--- config.mk ---
export PLATFORM = sky130hd
export DESIGN_NAME = mem_port_arbiter
export DESIGN_NICKNAME = d
export VERILOG_FILES = /design/src/rtl/mem_port_arbiter.sv
export SDC_FILE = /design/constraint.sdc
export NUM_CORES = 1
export LEC_CHECK = 0
export CORE_MARGIN = 2
export CORE_UTILIZATION = 32
export CTS_CLUSTER_DIAMETER = 80
export DETAILED_ROUTE_END_ITERATION = 8
export PLACE_DENSITY = 0.75
export SYNTH_ARGS = -nofsm -noshare
export SYNTH_HDL_FRONTEND = slang
export SYNTH_SLANG_ARGS = --single-unit
--- constraint.sdc ---
create_clock -name clk -period 1.6 [get_ports clk]
set_clock_uncertainty 0.2 [all_clocks]
set_input_delay 0.32 -clock clk [delete_from_list [all_inputs] [get_ports clk]]
set_output_delay 0.32 -clock clk [all_outputs]
set_load 0.01 [all_outputs]
--- src/rtl/mem_port_arbiter.sv ---
`timescale 1ns/1ps
// mem_port_arbiter
// Shares one downstream memory/L2 port between NUM_PORTS upstream requesters
// (port 0 = instruction fetch, port 1 = data access, higher ports = prefetch etc).
// Only one access is outstanding at a time. The winner is picked either
// round-robin (RR_MODE=1) or by fixed priority, lowest index first (RR_MODE=0).
//
// Ports
//   clk, rst         clock (rising edge) and asynchronous active-low reset
//   req_read/write   per-port request strobes, held until that port's req_resp
//   req_addr/wdata   per-port address / write data, port i at [i*W +: W]
//   req_mbe          per-port byte enables (writes)
//   req_resp         one-cycle completion pulse to the granted port
//   req_rdata        read data, straight from mem_rdata
//   mem_*            registered downstream request, held stable while busy
//   mem_resp         downstream completion, read data valid in the same cycle
//   grant_id         index of the port that currently owns the memory
//
// State | Meaning
// ------+--------------------------------------------------------------
// IDLE  | no access in flight; arbitrate and launch at the next edge
// BUSY  | access in flight; mem_* frozen until mem_resp completes it
module mem_port_arbiter #(
    parameter int NUM_PORTS = 2,
    parameter int AW        = 32,
    parameter int DW        = 32,
    parameter int RR_MODE   = 1,
    localparam int GW       = (NUM_PORTS > 1) ? $clog2(NUM_PORTS) : 1,
    localparam int BW       = DW / 8
) (
    input  logic                    clk,
    input  logic                    rst,
    input  logic [NUM_PORTS-1:0]    req_read,
    input  logic [NUM_PORTS-1:0]    req_write,
    input  logic [NUM_PORTS*AW-1:0] req_addr,
    input  logic [NUM_PORTS*DW-1:0] req_wdata,
    input  logic [NUM_PORTS*BW-1:0] req_mbe,
    output logic [NUM_PORTS-1:0]    req_resp,
    output logic [DW-1:0]           req_rdata,
    output logic                    mem_read,
    output logic                    mem_write,
    output logic [AW-1:0]           mem_addr,
    output logic [DW-1:0]           mem_wdata,
    output logic [BW-1:0]           mem_mbe,
    input  logic                    mem_resp,
    input  logic [DW-1:0]           mem_rdata,
    output logic [GW-1:0]           grant_id
);

    typedef enum logic {
        IDLE = 1'b0,
        BUSY = 1'b1
    } state_t;

    state_t                 state;
    state_t                 state_nx;
    logic [GW-1:0]          rr_ptr;
    logic [GW-1:0]          ptr_nx;
    logic [NUM_PORTS-1:0]   active;
    logic                   win_found;
    logic [GW-1:0]          win_idx;
    logic [GW:0]            idx_ext;
    logic                   sel_write;
    logic [AW-1:0]          sel_addr;
    logic [DW-1:0]          sel_wdata;
    logic [BW-1:0]          sel_mbe;
    logic                   launch;
    logic                   complete;

    assign active = req_read | req_write;

    // Walk the ports starting at the pointer (or at 0 for fixed priority);
    // the extra index bit lets ptr+k exceed NUM_PORTS before the wrap subtract.
    always_comb begin
        win_found = 1'b0;
        win_idx   = '0;
        idx_ext   = '0;
        for (int k = 0; k < NUM_PORTS; k++) begin
            if (RR_MODE != 0) begin
                idx_ext = {1'b0, rr_ptr} + (GW+1)'(k);
                if (idx_ext >= (GW+1)'(NUM_PORTS)) begin
                    idx_ext = idx_ext - (GW+1)'(NUM_PORTS);
                end
            end else begin
                idx_ext = (GW+1)'(k);
            end
            for (int i = 0; i < NUM_PORTS; i++) begin
                if (!win_found && (idx_ext == (GW+1)'(i)) && active[i]) begin
                    win_found = 1'b1;
                    win_idx   = GW'(i);
                end
            end
        end
    end

    // Payload of the winning port. A port asking for both read and write
    // launches the write; its read stays pending for a later arbitration.
    always_comb begin
        sel_write = 1'b0;
        sel_addr  = '0;
        sel_wdata = '0;
        sel_mbe   = '0;
        for (int i = 0; i < NUM_PORTS; i++) begin
            if (win_idx == GW'(i)) begin
                sel_write = req_write[i];
                sel_addr  = req_addr[i*AW +: AW];
                sel_wdata = req_wdata[i*DW +: DW];
                sel_mbe   = req_mbe[i*BW +: BW];
            end
        end
    end

    always_comb begin
        if (grant_id == GW'(NUM_PORTS - 1)) begin
            ptr_nx = '0;
        end else begin
            ptr_nx = grant_id + GW'(1);
        end
    end

    always_ff @(posedge clk or negedge rst) begin
        if (!rst) begin
            state <= IDLE;
        end else begin
            state <= state_nx;
        end
    end

    // Next state and completion. mem_resp outside BUSY is simply ignored.
    always_comb begin
        state_nx = state;
        launch   = 1'b0;
        complete = 1'b0;
        req_resp = '0;
        case (state)
            IDLE: begin
                if (win_found) begin
                    launch   = 1'b1;
                    state_nx = BUSY;
                end
            end
            BUSY: begin
                if (mem_resp) begin
                    complete = 1'b1;
                    state_nx = IDLE;
                end
            end
            default: state_nx = IDLE;
        endcase
        for (int i = 0; i < NUM_PORTS; i++) begin
            req_resp[i] = complete && (grant_id == GW'(i));
        end
    end

    assign req_rdata = mem_rdata;

    // Downstream request register: loaded on launch, frozen while busy,
    // strobes cleared on completion. Address/data keep their last value.
    always_ff @(posedge clk or negedge rst) begin
        if (!rst) begin
            mem_read  <= 1'b0;
            mem_write <= 1'b0;
            mem_addr  <= '0;
            mem_wdata <= '0;
            mem_mbe   <= '0;
            grant_id  <= '0;
            rr_ptr    <= '0;
        end else if (launch) begin
            mem_read  <= ~sel_write;
            mem_write <= sel_write;
            mem_addr  <= sel_addr;
            mem_wdata <= sel_wdata;
            mem_mbe   <= sel_mbe;
            grant_id  <= win_idx;
        end else if (complete) begin
            mem_read  <= 1'b0;
            mem_write <= 1'b0;
            if (RR_MODE != 0) begin
                rr_ptr <= ptr_nx;
            end
        end
    end

endmodule
==> results.sh, run 1 <==
export IMPL_status="complete, but fails checks"
export IMPL_violations="setup timing"
export IMPL_antenna_found_initial=1
export IMPL_ys_ff_latch=73
export IMPL_gp_congestion=0.836
export IMPL_wl_mm=15.9
export IMPL_root_buffer="clkbuf_16"
export IMPL_cts_clk_slew_worst_paths_ps=60
export IMPL_netlist_area_leader_share_pct=46.2
export IMPL_worst_slew_pin_slew_ps=457
export IMPL_worstPathArrival_ps=1670
export IMPL_min_period_ps=1620
export IMPL_synth_cells=382
export IMPL_swShare_pct=32.3
export IMPL_drc=0
export IMPL_worstReg2RegEnd="mem_addr[27]"
export IMPL_yosysSeqAreaShare_pct=46.2
export IMPL_rows=40
export IMPL_wire_per_inst_um=21.9
export IMPL_yosysWarnings=0
export IMPL_cp_required_ps=1660
export IMPL_num_vias=4244
export IMPL_syn_num_nets=557
export IMPL_hold_path_class="in2reg"
export IMPL_hold_path_startpoint="mem_resp"
export IMPL_grt_usage_pct=23.2
export IMPL_vias_per_cell=5.83
export IMPL_p_clk_share_pct=25.3
export IMPL_rsz0062_at_grt="yes"
export IMPL_grt_overflow_total=0
export IMPL_synth_most_common_cell="dfrtp_1"
export IMPL_nets=750
export IMPL_fin_area_mm2=0.00706
export IMPL_maxSlewViolCount=0
export IMPL_synth_area_mm2=0.00395
export IMPL_clkLatencyLatePin_ps=320
export IMPL_path_delay_family="compound AO/OA/AOI/OAI gates"
export IMPL_power_frac_comb_pct=39.9
export IMPL_critical_path_slowest_cell="dfrtp_1"
export IMPL_hold_viol_final=0
export IMPL_drive_gt1_share_pct=22.2
export IMPL_synth_top_flop_cell="dfrtp_1"
export IMPL_cp_common_cell="buf_4"
export IMPL_power_switching_mw=2.36
export IMPL_path_buf_inv=3
export IMPL_powerDensity_mw_per_mm2=1040
export IMPL_fmax_mhz=617
export IMPL_die_area_mm2=0.0132
export IMPL_hold_path_depth=3
export IMPL_synth_edf_count=0
export IMPL_cp_depth=6
export IMPL_h_tree_depth=3
export IMPL_cts_sinks=73
export IMPL_grt_pass1_vias=4506
export IMPL_ioPinCount=280
export IMPL_whs_ps=245
export IMPL_io_buffer_count=215
export IMPL_synth_common_cells="dfrtp_1, o21ai_0, a2bb2oi_1, a311oi_1, clkbuf_1"
export IMPL_avgSynthCellArea_um2=10.3
export IMPL_syn_to_final_growth_pct=78.8
export IMPL_grt_pass1_wl_mm=24.0
export IMPL_core_area_mm2=0.0120
export IMPL_cp_cell_sequence="buf_4 -> o21ba_4 -> buf_12 -> o21ai_0 -> buf_4 -> a2bb2oi_1"
export IMPL_endpoint_kind="flop"
export IMPL_irDropWorstVdd_mv=0.457
export IMPL_drv_cap=0
export IMPL_ant_nets=0
export IMPL_total_power_mw=7.31
export IMPL_synth_area_top_cells="dfrtp_1, a2bb2oi_1, a311oi_1, o21ai_0, buf_4"
export IMPL_cts_tree="yes"
export IMPL_leakage_nw=2.70
export IMPL_synthDistinctLibCells=23
export IMPL_p_int_mw=4.95
export IMPL_drt_first_pass_iters=4
export IMPL_cp_max_fo=4
export IMPL_hold_end="state"
export IMPL_drt_iter0_markers=332
export IMPL_async_reset_ff_share_pct=100
export IMPL_r2r_start="rr_ptr"
export IMPL_cts_buffer_depth=2
export IMPL_fin_crit_sh_pct=101
export IMPL_path_class="reg2reg"
export IMPL_r2r_slack_ps=-20
export IMPL_numCtsBuffers=9
export IMPL_relSlewSlack_pct=69.5
export IMPL_reg2reg_depth=6
export IMPL_slowest_delay_ps=390
export IMPL_yosysTopAreaCell="dfrtp_1"
export IMPL_cp_start_kind="flop"
export IMPL_setup_ws_ps=-19.6
export IMPL_dpl_cell_area_mm2=0.00625
export IMPL_die_h_um=115
export IMPL_power_share_sequential_pct=34.7
export IMPL_hpwl_mm=10.7
export IMPL_start_util_pct=32.9
export IMPL_grt_start_max_net_pins=74
export IMPL_die_w_um=115
export IMPL_setup_viol=6
-- layout by cell type, fill, tap and decap left out, types with 8 or more instances in the layout --
cell             instances
dfrtp_1                 72
a2bb2oi_2                8
clkbuf_16               10
o21ai_0                 53
buf_12                  12
dlygate4sd2_1           75
a311oi_1                24
buf_4                   26
a311oi_2                40
o21ai_1                 16
a2bb2oi_1               60
clkdlybuf4s50_1        136
-- final cells by class --
cell class / instances / area [um^2]
diodes: 1 / 2.50
clock buffers: 11 / 243
clock inverters: 5 / 31.3
fillers: 1017 / 4950
multi-input cells: 225 / 2090
flip-flops and latches: 73 / 1830
well taps: 147 / 184
repair buffers: 266 / 2690
-- worst max path at each step --
| stage | startpoint | end | slack, ps |
|---|---|---|---|
| 2_1_floorplan | req_write[1] | mem_addr[0] | -10 |
| 6_report | rr_ptr | mem_addr[27] | -20 |
| 5_1_grt | rr_ptr | mem_addr[27] | -70 |
| 3_3_place_gp | req_write[1] | mem_wdata[20] | -660 |
| 3_5_place_dp | req_write[1] | mem_wdata[17] | -710 |
| 4_1_cts | req_read[0] | mem_addr[31] | 0.2 |
-- power by group through the flow --
stage	Combinational (mW)	Sequential [mW]	Clock, mW
detailed placement	2.81	2.56	0
CTS	2.92	2.53	1.89
floorplan	1.03	2.71	0
finish	2.92	2.54	1.85
global placement	2.75	2.57	0
global route	3.11	2.59	1.98
-- cell families after synthesis --
family                 Yosys count  synth area share (%)
buffers and inverters           84                  11.3
muxes                            1                 0.253
DFF                             73                  46.2
AOI/OAI and AO/OA              212                  40.3
and+or+nand+nor                 12                  1.96
-- flip-flops by register name, indices dropped and copies added (netlist names) --
signal and count:
mem_wdata 32, mem_mbe 4, mem_addr 32, mem_write 1, state 1, mem_read 1, grant_id 1, rr_ptr 1
-- timing repair --
item / 4_1_cts / 5_1_grt
hold endpoints to repair: 73 / 0
buffers inserted: 11 / 0
cloned: 4 / 1
setup endpoints to repair: 145 / 68
gates resized for setup: 151 / 37
hold buffers: 1 / 0
pin swaps: 59 / 22
-- worst reg2reg max path: stages (launching register included) --
cell and delay, ps:
dfrtp_1 390, buf_4 150, o21ba_4 300, buf_12 130, o21ai_0 80, buf_4 160, a2bb2oi_1 140
-- metal layers --
metal | part of all wire (%) | up-vias | GRT usage, %
met4 | 2.9 | 0 | 10.7
met2 | 52 | 232 | 41.2
li1 | - | 1892 | -
met3 | 7.4 | 44 | 5.22
met5 | 0 | - | 0
met1 | 37 | 2076 | 26.6
-- per-stage QoR --
step	utilization [%]	TNS, ps	std cells	worst slack, ps
floorplan	-	-291	382	-14.5
global placement	52.0	-38610	699	-660
detailed placement	52.0	-41430	699	-709
CTS	58.1	0	729	0.238
global route	58.8	-1360	727	-72.2
finish	58.8	-44.4	728	-19.6
No activity file was read; power rests on OpenSTA's default activity.
==> run 2, diff against run 1 <==
- ABC_AREA: default -> 1
- CORE_UTILIZATION: 32 -> 34
- MAX_ROUTING_LAYER: default -> met4
- PLACE_DENSITY: 0.75 -> 0.76
==> run 2 against run 1 <==
  * The run still ends with setup timing left
  * Die area is 4.4% higher
  * Sequential power is 28% higher
  * Via count is 7.4% higher
  * Synthesized cell count is 70% higher
  * Non-clock buffer count is 11 lower
  * Cell area is 1.4% higher
  * Register-to-register slack better by 70 ps
  * Fmax hardly changed
  * First-iteration DRC count is 27% lower
  * Clock power is 11% higher
  * Routed wire length is 12% lower
==> results.sh, run 2 <==
export IMPL_status="complete, but fails checks"
export IMPL_violations="setup timing"
export IMPL_hold_path_depth=2
export IMPL_die_h_um=118
export IMPL_synth_top_flop_cell="dfrtp_1"
export IMPL_synth_common_cells="nand2_1, inv_1, nand3_1"
export IMPL_netlist_area_leader_share_pct=41.6
export IMPL_avgSynthCellArea_um2=6.76
export IMPL_io_buffer_count=215
export IMPL_relSlewSlack_pct=72.2
export IMPL_reg_largest_list="mem_addr (32), mem_wdata (32), mem_mbe (4)"
export IMPL_cts_sinks=73
export IMPL_cp_required_ps=1080
export IMPL_hold_viol_final=0
export IMPL_min_period_ps=1620
export IMPL_path_delay_family="flip-flops"
export IMPL_ys_ff_latch=73
export IMPL_critical_path_slowest_cell="dfrtp_1"
export IMPL_ant_nets=0
export IMPL_die_area_mm2=0.0138
export IMPL_fin_crit_sh_pct=101
export IMPL_layout_common_cells="nand2_1, inv_1, nand3_1"
export IMPL_r2r_slack_ps=50
export IMPL_wire_per_inst_um=13.6
export IMPL_whs_ps=158
export IMPL_drc=0
export IMPL_cts_buffer_depth=2
export IMPL_cts_tree="yes"
export IMPL_h_tree_depth=3
export IMPL_nets=1023
export IMPL_ioPinCount=280
export IMPL_worstReg2RegEnd="mem_addr[31]"
export IMPL_worst_slew_pin_slew_ps=418
export IMPL_path_class="reg2out"
export IMPL_reg2reg_depth=7
export IMPL_synth_area_top_cells="dfrtp_1, nand2_1, nand3_1, inv_1, buf_4"
export IMPL_powerDensity_mw_per_mm2=1590
export IMPL_core_area_mm2=0.0126
export IMPL_synth_most_common_cell="nand2_1"
export IMPL_rows=41
export IMPL_maxSlewViolCount=0
export IMPL_syn_to_final_growth_pct=63.2
export IMPL_total_power_mw=11.4
export IMPL_irDropWorstVdd_mv=0.722
export IMPL_cp_cell_sequence="nand2_2 -> buf_6 -> nor2_2 -> buf_2"
export IMPL_wl_mm=13.9
export IMPL_num_vias=4559
export IMPL_rsz0062_at_grt="yes"
export IMPL_start_util_pct=34.8
export IMPL_fin_cells=1025
export IMPL_grt_pass1_wl_mm=22.4
export IMPL_setup_ws_ps=-18.4
export IMPL_r2r_start="state"
export IMPL_cts_clk_slew_worst_paths_ps=50
export IMPL_syn_num_nets=824
export IMPL_antenna_found_initial=0
export IMPL_synthDistinctLibCells=17
export IMPL_antenna_cells=0
export IMPL_slowest_delay_ps=360
export IMPL_drt_iter0_markers=244
export IMPL_synth_area_mm2=0.00439
export IMPL_yosysWarnings=0
export IMPL_synth_edf_count=0
export IMPL_yosysTopAreaCell="dfrtp_1"
export IMPL_endpoint_kind="output port"
export IMPL_die_w_um=118
export IMPL_vias_per_cell=4.45
export IMPL_grt_start_max_net_pins=74
export IMPL_cp_start_kind="flop"
export IMPL_worstPathArrival_ps=1100
export IMPL_hold_end="state"
export IMPL_setup_viol=3
export IMPL_gp_congestion=0.808
export IMPL_hpwl_mm=9.33
export IMPL_root_buffer="clkbuf_16"
export IMPL_fmax_mhz=618
export IMPL_placed_cells=993
export IMPL_drt_first_pass_iters=4
export IMPL_yosysSeqAreaShare_pct=41.6
export IMPL_leakage_nw=4.03
export IMPL_grt_usage_pct=20.7
export IMPL_grt_overflow_total=0
export IMPL_synth_cells=649
export IMPL_layout_commonest_cell="nand2_1"
export IMPL_grt_pass1_vias=4457
export IMPL_cp_max_fo=3
export IMPL_path_buf_inv=2
export IMPL_async_reset_ff_share_pct=100
export IMPL_drv_cap=0
export IMPL_numCtsBuffers=9
export IMPL_hold_path_startpoint="mem_resp"
export IMPL_drive_gt1_share_pct=8.56
export IMPL_clkLatencyLatePin_ps=320
export IMPL_hold_path_class="in2reg"
[run 2: cell count changes in the layout (fill, tap and decap cells not counted), sizes merged, moves of 3 or more]
cell and change:
o21ai -66, buf -13, nand2 +213, dlygate4sd2 -3
clkinv -3, clkbuf +5, inv +144, dlymetal6s2s +3
a311oi -68, nand3 +140, a2bb2oi -68
[run 2: report_power, final]
part / switching, mW / total, mW / internal (mW)
Combinational: 3.19 / 6.08 / 2.90
Clock: 0.729 / 2.06 / 1.33
Sequential: 0.454 / 3.24 / 2.79
[run 2: routing by layer]
| layer | track usage, % | up-vias | routed length, um |
|---|---|---|---|
| li1 | - | 2298 | - |
| met1 | 24.9 | 2041 | 5960 |
| met2 | 33.4 | 179 | 6660 |
| met3 | 4.65 | 41 | 948 |
| met4 | 8.73 | 0 | 384 |
| met5 | - | - | 0 |
[run 2: worst max path at each step]
stage          slack, ps          end  depth (start not counted)   startpoint
2_1_floorplan        250  mem_addr[0]                          7  req_read[0]
3_3_place_gp        -560  req_resp[1]                          4     mem_resp
3_5_place_dp        -550  req_resp[1]                          4     mem_resp
4_1_cts              -40  req_resp[0]                          4        state
5_1_grt              -70  req_resp[0]                          4        state
6_report             -20  req_resp[0]                          4        state
[run 2: cells by family after synthesis]
group,after synthesis,synth area share [%]
AOI/OAI and AO/OA,5,0.912
and+or+nand+nor,360,35.2
buffers and inverters,211,22.3
DFF,73,41.6
[run 2: metrics by stage]
stage / setup WS (ps) / utilization (%) / setup TNS, ps / cell area, um^2
floorplan: 249 / - / 0 / 4390
CTS: -41.7 / 55.3 / -46.4 / 6980
finish: -18.4 / 56.8 / -29.6 / 7160
global placement: -559 / 52.3 / -24620 / 6600
global route: -72.6 / 56.8 / -185 / 7160
detailed placement: -547 / 52.3 / -25540 / 6600
[run 2: timing repair]
action,in CTS,in global routing
hold buffers,1,0
pin swaps,5,7
cloned,2,3
buffers inserted,5,5
endpoints found under the setup margin,106,74
endpoints found under the hold margin,73,0
resized for setup,97,11
[run 2: layout make-up]
| class | instances | area, um^2 |
|---|---|---|
| Clock inverter | 2 | 35.0 |
| Inverter | 144 | 541 |
| Fill cell | 1233 | 5460 |
| Timing Repair Buffer | 255 | 2630 |
| Clock buffer | 14 | 274 |
| Sequential cell | 73 | 1830 |
| Tap cell | 172 | 215 |
| Multi-Input combinational cell | 365 | 1640 |
